[src/rtl/wb_pipe_stage.sv]
// Writeback stage: sub-word load extraction, writeback source select and one held
// result register feeding the register file and forwarding. Optional macro: WB_RETIRE_CNT_EN.
module wb_pipe_stage #(
  parameter int XLEN  = 32,
  parameter int RA_W  = 5,
  parameter int CNT_W = 64
) (
  input  logic             clk,
  input  logic             rst,
  input  logic             in_valid,
  output logic             in_ready,
  input  logic [XLEN-1:0]  in_pc4,
  input  logic [XLEN-1:0]  in_mem_data,
  input  logic [XLEN-1:0]  in_alu_result,
  input  logic [1:0]       in_mem_to_reg,
  input  logic [1:0]       in_load_size,
  input  logic             in_load_unsigned,
  input  logic [RA_W-1:0]  in_rd,
  input  logic             in_reg_write,
  input  logic             flush,
  input  logic             rf_ready,
  output logic             out_valid,
  output logic             rf_we,
  output logic [RA_W-1:0]  rf_waddr,
  output logic [XLEN-1:0]  rf_wdata,
  output logic [CNT_W-1:0] instret
);

  localparam int LB = $clog2(XLEN / 8);

  logic [LB-1:0]   lane_mask;
  logic [LB-1:0]   byte_off;
  logic [XLEN-1:0] shifted;
  logic [XLEN-1:0] low_mask;
  logic [XLEN-1:0] loaded;
  logic [XLEN-1:0] sel_data;
  logic            sign_bit;
  logic            held_reg_write;
  logic            xfer;
  logic            consume;

  assign in_ready = !out_valid | rf_ready;
  assign xfer     = in_valid & in_ready & !flush;
  assign consume  = out_valid & rf_ready;

  // Lane offset keeps only the address bits that matter for the access size;
  // a doubleword (or word at XLEN=32) always starts at lane 0.
  always_comb begin
    lane_mask = '0;
    low_mask  = '1;
    case (in_load_size)
      2'd0: begin
        lane_mask = '1;
        low_mask  = XLEN'(8'hFF);
      end
      2'd1: begin
        lane_mask = {LB{1'b1}} << 1;
        low_mask  = XLEN'(16'hFFFF);
      end
      2'd2: begin
        lane_mask = {LB{1'b1}} << 2;
        low_mask  = XLEN'(32'hFFFF_FFFF);
      end
      default: begin
        lane_mask = '0;
        low_mask  = '1;
      end
    endcase
    byte_off = in_alu_result[LB-1:0] & lane_mask;
    shifted  = in_mem_data >> {byte_off, 3'b000};
    case (in_load_size)
      2'd0:    sign_bit = shifted[7];
      2'd1:    sign_bit = shifted[15];
      2'd2:    sign_bit = shifted[31];
      default: sign_bit = 1'b0;
    endcase
    loaded = shifted & low_mask;
    if (!in_load_unsigned && sign_bit) loaded = loaded | ~low_mask;
  end

  always_comb begin
    case (in_mem_to_reg)
      2'd0:    sel_data = in_pc4;
      2'd1:    sel_data = loaded;
      default: sel_data = in_alu_result;
    endcase
  end

  always_ff @(posedge clk or posedge rst) begin
    if (rst) begin
      out_valid      <= 1'b0;
      held_reg_write <= 1'b0;
      rf_waddr       <= '0;
      rf_wdata       <= '0;
    end else if (xfer) begin
      out_valid      <= 1'b1;
      held_reg_write <= in_reg_write;
      rf_waddr       <= in_rd;
      rf_wdata       <= sel_data;
    end else if (consume || flush) begin
      out_valid <= 1'b0;
    end
  end

  assign rf_we = out_valid & held_reg_write & (rf_waddr != '0);

`ifdef WB_RETIRE_CNT_EN
  logic [CNT_W-1:0] instret_q;

  always_ff @(posedge clk or posedge rst) begin
    if (rst) begin
      instret_q <= '0;
    end else if (consume) begin
      instret_q <= instret_q + CNT_W'(1);
    end
  end

  assign instret = instret_q;
`else
  assign instret = '0;
`endif

endmodule

[config.mk]
export PLATFORM = sky130hd
export DESIGN_NAME = wb_pipe_stage
export DESIGN_NICKNAME = d
export VERILOG_FILES = /design/src/rtl/wb_pipe_stage.sv
export SDC_FILE = /design/constraint.sdc
export NUM_CORES = 1
export LEC_CHECK = 0
export CORE_MARGIN = 2
export CORE_UTILIZATION = 35
export DETAILED_ROUTE_END_ITERATION = 10
export GPL_TIMING_DRIVEN = 0
export PLACE_DENSITY = 0.9
export SLEW_MARGIN = 20
export SYNTH_ARGS = -nofsm -noshare
export SYNTH_HDL_FRONTEND = slang
export SYNTH_SLANG_ARGS = --single-unit
[constraint.sdc]
create_clock -name clk -period 2 [get_ports clk]
set_input_delay 0.2 -clock clk [delete_from_list [all_inputs] [get_ports clk]]
set_output_delay 0.2 -clock clk [all_outputs]
set_load 0.01 [all_outputs]
==> results.yml, run 1 <==
outcome:
  status: "finished clean"
layout:
  drive_gt1_frac: 0.1810
  nFillCells: 723
  ff_latch_area_um2: 975.9
  antenna_cells: 0
  multiInputGateArea_mm2: 0.001599
  area_growth_pct: 69.46
  nets: 669
route:
  viasPerCell: 5.231
  drc_errors: 0
  wl_um: 11840
  wl_per_cell_um: 17.86
  route.vias.total: 3468
  drt-pass1-iter-count: 7
  ant_nets: 0
  initialDrtViolationCount: 214
critical_path:
  reg2reg_from: "out_valid"
  cp-end-kind: "flop"
  path_class: "in2reg"
  path_max_fanout: 10
  crit_required_ns: 2.21
  r2r_end: "rf_wdata[6]"
  ff2ff_setup_slack_ns: 0.28
  cp-start-kind: "primary input"
  reg2reg_depth: 6
  cp.arrival_ns: 2.17
floorplan:
  die-height_um: 95.74
  die-width_um: 95.74
  start_util: 0.3603
  coreArea_mm2: 0.008175
  num_io_pins: 216
  die_area_mm2: 0.009165
  rows: 33
placement:
  io_buffers: 150
  place_hpwl_um: 9348
  gp_congestion: 0.9336
global_routing:
  antenna_found_initial: 0
  grt_pass1_wl_um: 17240
  grtUsageMet2: 0.4423
  grt.busiest_layer: "met2"
  use_met3: 0.05403
  grt_max_degree: 23
  grt_pass1_vias: 3382
  track_usage: 0.2458
  gr-total-overflow: 0
  use_met1: 0.2893
logic_synthesis:
  yosys-top-cells-area: "dfrtp_1 33%, buf_4 17%, a221oi_1 6.8%"
  ys_ff_latch: 39
  synthArstFlopShare: 1.000
  ys_types: 40
  synth-main-ff-cell: "dfrtp_1"
  synth_cells: 333
  yosysSeqAreaShare: 0.3314
  yosysTopAreaCell: "dfrtp_1"
  netlist_area_mm2: 0.002945
  postSynthAreaPerCell_um2: 8.845
  synth_edf_count: 0
  yosysWarnings: 0
  synth_top_cell_area_share: 0.3314
cts:
  cts-htree-levels: 2
  numCtsBuffers: 5
  clk_latency_ns: 0.29
  cts_tree: "yes"
  clockBufferDepth: 2
  clkTransAtPathRegs_ns: 0.08
  clock_sinks: 39
  ctsHoldBuffers: 0
  root_buffer: "clkbuf_8"
power_and_ir_drop:
  power_mw: 2.786
  p_leak_nw: 2.179
  p_per_area_mw_per_mm2: 558.2
  ir_worst_vdd_uv: 303.8
timing:
  finClkSkew_ns: 0.003511
  drv_slew: 0
  hold_violations: 0
  tightest_slew_ns: 0.6658
  finalSetupViolations: 0
  post-route-min-period_ns: 1.959
  fin_setup_tns_ns: 0
  slew-limit-headroom: 0.5562
  period_share: 0.9797
  fmax_mhz: 510.4
hold_path:
  hp-class: "in2async"
flow_run:
  maxCapViolations: 0
-- worst max-delay path, cell delays in order --
cell and delay [ns]:
clkdlybuf4s50_1 0.62, or3b_1 0.38, a311o_1 0.29, nand2_2 0.16
buf_4 0.20, o211ai_1 0.12, a21oi_1 0.20
-- flip-flops by register name, summed over array words and instances, names as in the netlist --
register / cells
rf_waddr: 5
out_valid: 1
rf_wdata: 32
held_reg_write: 1
-- cells in the final DEF, fill, tap and decap left out, drive strengths merged, types with 17 or more instances in the layout --
cell	synthesis	final
a21oi	19	19
a221oi	23	23
buf	72	75
clkbuf	19	27
clkdlybuf4s50	0	148
conb	1	64
dfrtp	39	39
nand2	35	35
nor2	30	30
o2111ai	17	17
-- final cells by class --
type	count	area share
sequential	39	0.1955
inverter	4	0.003008
clock inverter	1	0.001504
tap	105	0.02632
clock buffer	7	0.01930
buffer	91	0.1236
timing repair buffer	154	0.3104
multi-input combinational	262	0.3204
-- Yosys cell counts (all sizes together) (2+ instances only) --
library cell and n:
a21oi 19, a221oi 23, a222oi 7, buf 72, clkbuf 19, dfrtp 39, inv 4, mux4 7
nand2 35, nand2b 10, nor2 30, nor2b 3, nor3b 2, o2111ai 17, o211ai 8, o21ai 7
o22ai 16
-- metrics by stage --
stage	instances	utilization	setup slack [ns]	instance area [um2]	hold slack [ns]
finish	663	0.6105	0.04063	4991	0.2355
global route	663	0.6105	-0.002613	4991	0.2639
CTS	660	0.6051	0.002730	4947	0.2457
detailed placement	652	0.5923	-0.4133	4842	0.4793
global placement	651	0.5889	-0.3182	4815	0.4602
floorplan	396	-	0.4494	3182	0.2664
-- power by group --
group	total [mW]	leakage [nW]	internal (mW)	switching (mW)
sequential	0.997	0.455	0.919	0.0784
combinational	1.17	1.67	0.658	0.507
clock	0.624	0.0505	0.315	0.309
total	2.79	2.18	1.89	0.895
-- worst max-delay path by stage --
stage                     startpoint      endpoint  slack (ns)  cells after the start
floorplan            in_load_size[0]   rf_wdata[2]        0.45                      6
global placement     in_load_size[1]   rf_wdata[2]       -0.32                      7
detailed placement   in_load_size[1]   rf_wdata[2]       -0.41                      7
CTS                        out_valid  rf_wdata[13]       0.003                      6
global route         in_load_size[0]   rf_wdata[2]      -0.003                      7
finish              in_mem_to_reg[0]  rf_wdata[20]        0.04                      7
-- what timing repair did --
action,4_1_cts,5_1_grt
buffers inserted,0,3
pin swaps,0,4
endpoints found under the setup margin,6,25
resized for setup,4,12
-- cell families after synthesis --
family,share of synthesized area
AO/OA/AOI/OAI,0.2638
flip-flops,0.3314
AND/OR/NAND/NOR,0.1347
buffers and inverters,0.2094
multiplexers,0.05947
other,0.001273
-- metal layers --
metal / share of wire / vias up
met5: 0 / -
li1: - / 1576
met3: 0.092 / 24
met1: 0.37 / 1671
met4: 0.024 / 0
met2: 0.51 / 197
No activity file was read; power rests on OpenSTA's default activity.
==> run 2: changes to the inputs <==
clock period = 1.9 ns   (was 2 ns; I/O delays follow)
==> run 2 against run 1 <==
  * Worst setup slack about the same
  * Clock-buffer cell count is the same
  * Sequential share of layout area fell by 0.078 points
  * First-iteration DRC count rose by 23%
  * Register-to-register slack lost 0.11 ns
  * Critical path depth unchanged
  * Clock skew rose by 0.0011 ns
  * Clock power up 6.2%
  * Die area stayed put
  * Core utilization increased by 0.24 points
  * Via count rose by 0.43%
  * Critical endpoint is now rf_wdata[24]
  * Highest routed layer unchanged
==> results.yml, run 2 (synthesis results as in run 1) <==
placement:
  place_ws_ns: -0.5033
  gp_congestion: 0.9336
  place_hpwl_um: 9348
  dpl.cell_count: 652
  io_buffers: 150
timing:
  fmax_mhz: 537.9
  hold_violations: 0
  period_share: 0.9785
  fin_setup_tns_ns: 0
  finalSetupViolations: 0
  setup_slack_ns: 0.04081
  post-route-min-period_ns: 1.859
  finClkSkew_ns: 0.004651
  slew-limit-headroom: 0.5459
  drv_slew: 0
  tightest_slew_ns: 0.6811
layout:
  drive_gt1_frac: 0.1835
  final_cell_mix: "145 x clkdlybuf4s50_1, 66 x buf_4, 64 x conb_1, 39 x dfrtp_1, 34 x nand2_1"
  nFillCells: 714
  nets: 667
  largest_reg_flops: 32
  final_util: 0.6129
  layout_commonest_cell: "clkdlybuf4s50_1"
  top_register: "rf_wdata"
  instances_no_fill: 662
  top_regs: "rf_wdata (32), rf_waddr (5)"
  area_growth_pct: 70.14
cts:
  root_buffer: "clkbuf_8"
  clk_latency_ns: 0.29
  clock_sinks: 39
  cts_tree: "yes"
  cts-htree-levels: 2
  clockBufferDepth: 2
  clkTransAtPathRegs_ns: 0.08
  numCtsBuffers: 5
global_routing:
  antenna_found_initial: 1
  grt_max_degree: 23
  track_usage: 0.2470
  gr-total-overflow: 0
  grt_pass1_vias: 3384
  grt_pass1_wl_um: 17280
route:
  viasPerCell: 5.261
  initialDrtViolationCount: 264
  drc_errors: 0
  wl_per_cell_um: 18.09
  route.vias.total: 3483
  drt-pass1-iter-count: 5
  wl_um: 11980
  ant_nets: 0
power_and_ir_drop:
  p_per_area_mw_per_mm2: 587.9
  p_leak_nw: 2.205
  ir_worst_vdd_uv: 317.7
critical_path:
  cp-start-kind: "primary input"
  cp-end-kind: "flop"
  path_max_fanout: 10
  crit_required_ns: 2.11
  ff2ff_setup_slack_ns: 0.17
  cp.arrival_ns: 2.07
  path_class: "in2reg"
floorplan:
  die-width_um: 95.74
  die_area_mm2: 0.009165
  die-height_um: 95.74
  coreArea_mm2: 0.008175
  num_io_pins: 216
  rows: 33
  start_util: 0.3603
flow_run:
  maxCapViolations: 0
outcome:
  status: "finished clean"
hold_path:
  hp-class: "in2async"
run 2: changes by cell type in the layout (fill, tap and decap cells not counted), moves of 2 or more:
cell,before,now
clkdlybuf4s50_1,148,145
buf_4,69,66
clkbuf_2,5,7
buf_6,2,4
dlymetal6s2s_1,0,3
run 2: worst max-delay path: stages:
cell and delay, ns:
clkdlybuf4s50_1 0.52, inv_1 0.09, or4_1 0.56, o2111ai_4 0.19, buf_6 0.20, o2111ai_1 0.13
a21oi_1 0.18
run 2: final cells by class:
cell class                      instances  area (um2)  share of cell area
Clock buffer                            7       96.34             0.01923
Antenna cell                            1       2.502           0.0004994
Multi-Input combinational cell        262        1617              0.3226
Inverter                                4       15.01            0.002996
Buffer                                 91       628.1              0.1253
Tap cell                              105       131.4             0.02622
Clock inverter                          1       7.507            0.001498
Timing Repair Buffer                  152        1538              0.3069
Sequential cell                        39       975.9              0.1948
run 2: worst paths after layout:
| path | from | endpoint | depth (start not counted) |
|---|---|---|---|
| worst max-delay path | in_mem_data[15] | rf_wdata[24] | 7 |
| min in group clk | in_mem_to_reg[1] | rf_wdata[30] | 4 |
| worst min register to register | rf_wdata[2] | rf_wdata[2] | 2 |
| worst max register to register | out_valid | rf_wdata[6] | 6 |
| worst min-delay path | rst | rf_wdata[17] | 2 |
| max in group asynchronous | rst | rf_wdata[13] | 3 |
run 2: routing by layer:
layer | GRT usage | wire (um) | vias up
li1 | - | - | 1575
met1 | 0.2903 | 4457 | 1664
met2 | 0.4411 | 6022 | 213
met3 | 0.05717 | 1148 | 31
met4 | 0.08333 | 347 | 0
met5 | 0 | 0 | -
run 2: report_power, final:
part | switching [mW] | leakage (nW) | internal, mW
Clock | 0.331 | 0.0505 | 0.331
Sequential | 0.0828 | 0.455 | 0.967
Combinational | 0.540 | 1.70 | 0.693
Total | 0.954 | 2.21 | 1.99
run 2: timing repair:
action	4_1_cts	5_1_grt
setup endpoints to repair	30	31
buffers inserted	0	1
hold buffers	0	0
pin swaps	3	3
resized for setup	10	17
run 2: stage by stage:
step	cell area, um2	power (mW)	hold slack (ns)
after global placement	4815	2.221	0.4602
after CTS	4967	2.923	0.2357
final	5011	2.946	0.2241
after global routing	5011	3.086	0.2539
after floorplan	3182	1.603	0.2564
after detailed placement	4842	2.267	0.4793
==> run 3: changes to the inputs <==
CORE_ASPECT_RATIO = 1.5   (was not set)
==> run 3 against run 2 <==
  * Die area rose by 0.16%
  * Largest power group unchanged
  * Sequential power barely moved
  * Sequential share of layout area fell by 0.23 points
  * Non-clock buffer count rose by 1
==> results.yml, run 3 (synthesis results as in run 1) <==
route:
  drc_errors: 0
  viasPerCell: 5.012
  drt-pass1-iter-count: 4
  top_layer_used: "met4"
  wl_um: 11490
  initialDrtViolationCount: 254
  route.vias.total: 3328
  met2_length_um: 5945
  wl_met1_um: 4032
  wl_per_cell_um: 17.31
  wl_met3_um: 1158
  ant_nets: 0
critical_path:
  cp-start-kind: "flop"
  path_class: "reg2out"
  path_max_fanout: 3
  cp-end-kind: "output pin"
  cp.arrival_ns: 1.63
  crit_required_ns: 1.71
timing:
  setup_slack_ns: 0.08401
  drv_slew: 0
  rsz0062_at_grt: "yes"
  post-route-min-period_ns: 1.816
  tightest_slew_ns: 0.5770
  period_share: 0.9558
  finalSetupViolations: 0
  finClkSkew_ns: 0.005124
  hold_violations: 0
  fmax_mhz: 550.7
  whs_ns: 0.2283
  slew-limit-headroom: 0.6153
  fin_setup_tns_ns: 0
floorplan:
  num_io_pins: 216
  rows: 41
  die-height_um: 116.4
  die_area_mm2: 0.009180
  start_util: 0.3544
  die-width_um: 78.90
  coreArea_mm2: 0.008310
cts:
  clk_latency_ns: 0.29
  clock_sinks: 39
  cts_tree: "yes"
  clockBufferDepth: 2
  clkTransAtPathRegs_ns: 0.06
  ctsHoldBuffers: 0
  cts-htree-levels: 2
  root_buffer: "clkbuf_16"
  numCtsBuffers: 5
layout:
  final_cell_mix: "145 x clkdlybuf4s50_1, 67 x buf_4, 64 x conb_1, 39 x dfrtp_1, 34 x nand2_1"
  layout_commonest_cell: "clkdlybuf4s50_1"
  area_growth_pct: 72.17
  ff_latch_area_um2: 975.9
  antenna_cells: 0
  largest_reg_flops: 32
  top_register: "rf_wdata"
  instances_no_fill: 664
  nets: 668
  finalInstanceArea_mm2: 0.005071
  final_util: 0.6102
  top_regs: "rf_wdata (32), rf_waddr (5)"
  nFillCells: 715
  drive_gt1_frac: 0.1831
  multiInputGateArea_mm2: 0.001610
power_and_ir_drop:
  internal_power_mw: 2.282
  ir_worst_vdd_uv: 406.1
  p_per_area_mw_per_mm2: 639.9
  p_sw_frac: 0.2968
  pwr-share-seq: 0.323
  p_leak_nw: 2.231
  p_switching_uw: 962.9
  p_comb_frac: 0.376
  power_mw: 3.245
  p_clk_frac: 0.301
global_routing:
  grt_max_degree: 23
  track_usage: 0.2496
  gr-total-overflow: 0
  grt_pass1_vias: 3397
  grt_pass1_wl_um: 17480
  antenna_found_initial: 0
outcome:
  status: "finished clean"
flow_run:
  maxCapViolations: 0
placement:
  place_hpwl_um: 9432
  io_buffers: 150
  placed_area_mm2: 0.004845
  gp_congestion: 0.8811
  place_ws_ns: -0.4462
  dpl.cell_count: 654
hold_path:
  hp-class: "in2async"
## run 3: power by group through the flow
stage | logic (mW) | clock network (mW) | registers (mW)
2_1_floorplan | 0.483 | 0 | 1.12
3_3_place_gp | 1.17 | 0 | 1.05
3_5_place_dp | 1.20 | 0 | 1.06
4_1_cts | 1.20 | 0.985 | 1.05
5_1_grt | 1.31 | 1.02 | 1.06
6_report | 1.22 | 0.976 | 1.05
## run 3: path summary, 6_finish.rpt
check / startpoint / to / slack, ns / depth (start not counted)
hold reg to reg: rf_wdata[3] / rf_wdata[3] / 0.49 / 2
setup / recovery: rf_waddr[1] / rf_we / 0.08 / 3
min in group clk: in_mem_to_reg[1] / rf_wdata[30] / 0.35 / 4
max in group asynchronous: rst / rf_wdata[10] / 1.21 / 3
hold / removal: rst / rf_wdata[20] / 0.23 / 2
setup reg to reg: out_valid / rf_wdata[22] / 0.10 / 6
## run 3: timing repair
action / CTS / global route
setup endpoints to repair: 19 / 31
setup buffers: 1 / 1
gates resized for setup: 6 / 20
pin swaps: 1 / 5
gates cloned: 0 / 0
## run 3: worst max-delay path: stages (launching register included)
cell           delay, ns
dfrtp_1             0.38
or3_1               0.38
o311a_1             0.30
dlygate4sd2_1       0.28
## run 3: metal layers
metal | track usage | up-vias
li1 | - | 1568
met1 | 0.2663 | 1537
met2 | 0.4650 | 197
met3 | 0.06723 | 26
met4 | 0.09885 | 0
met5 | 0 | -
## run 3: layout make-up
cell class,instances,area share
flip-flops and latches,39,0.1925
clock buffers,5,0.02467
inverters,4,0.002961
multi-input cells,262,0.3175
plain buffers,91,0.1226
well taps,107,0.02640
clock inverters,3,0.008636
repair buffers,153,0.3047
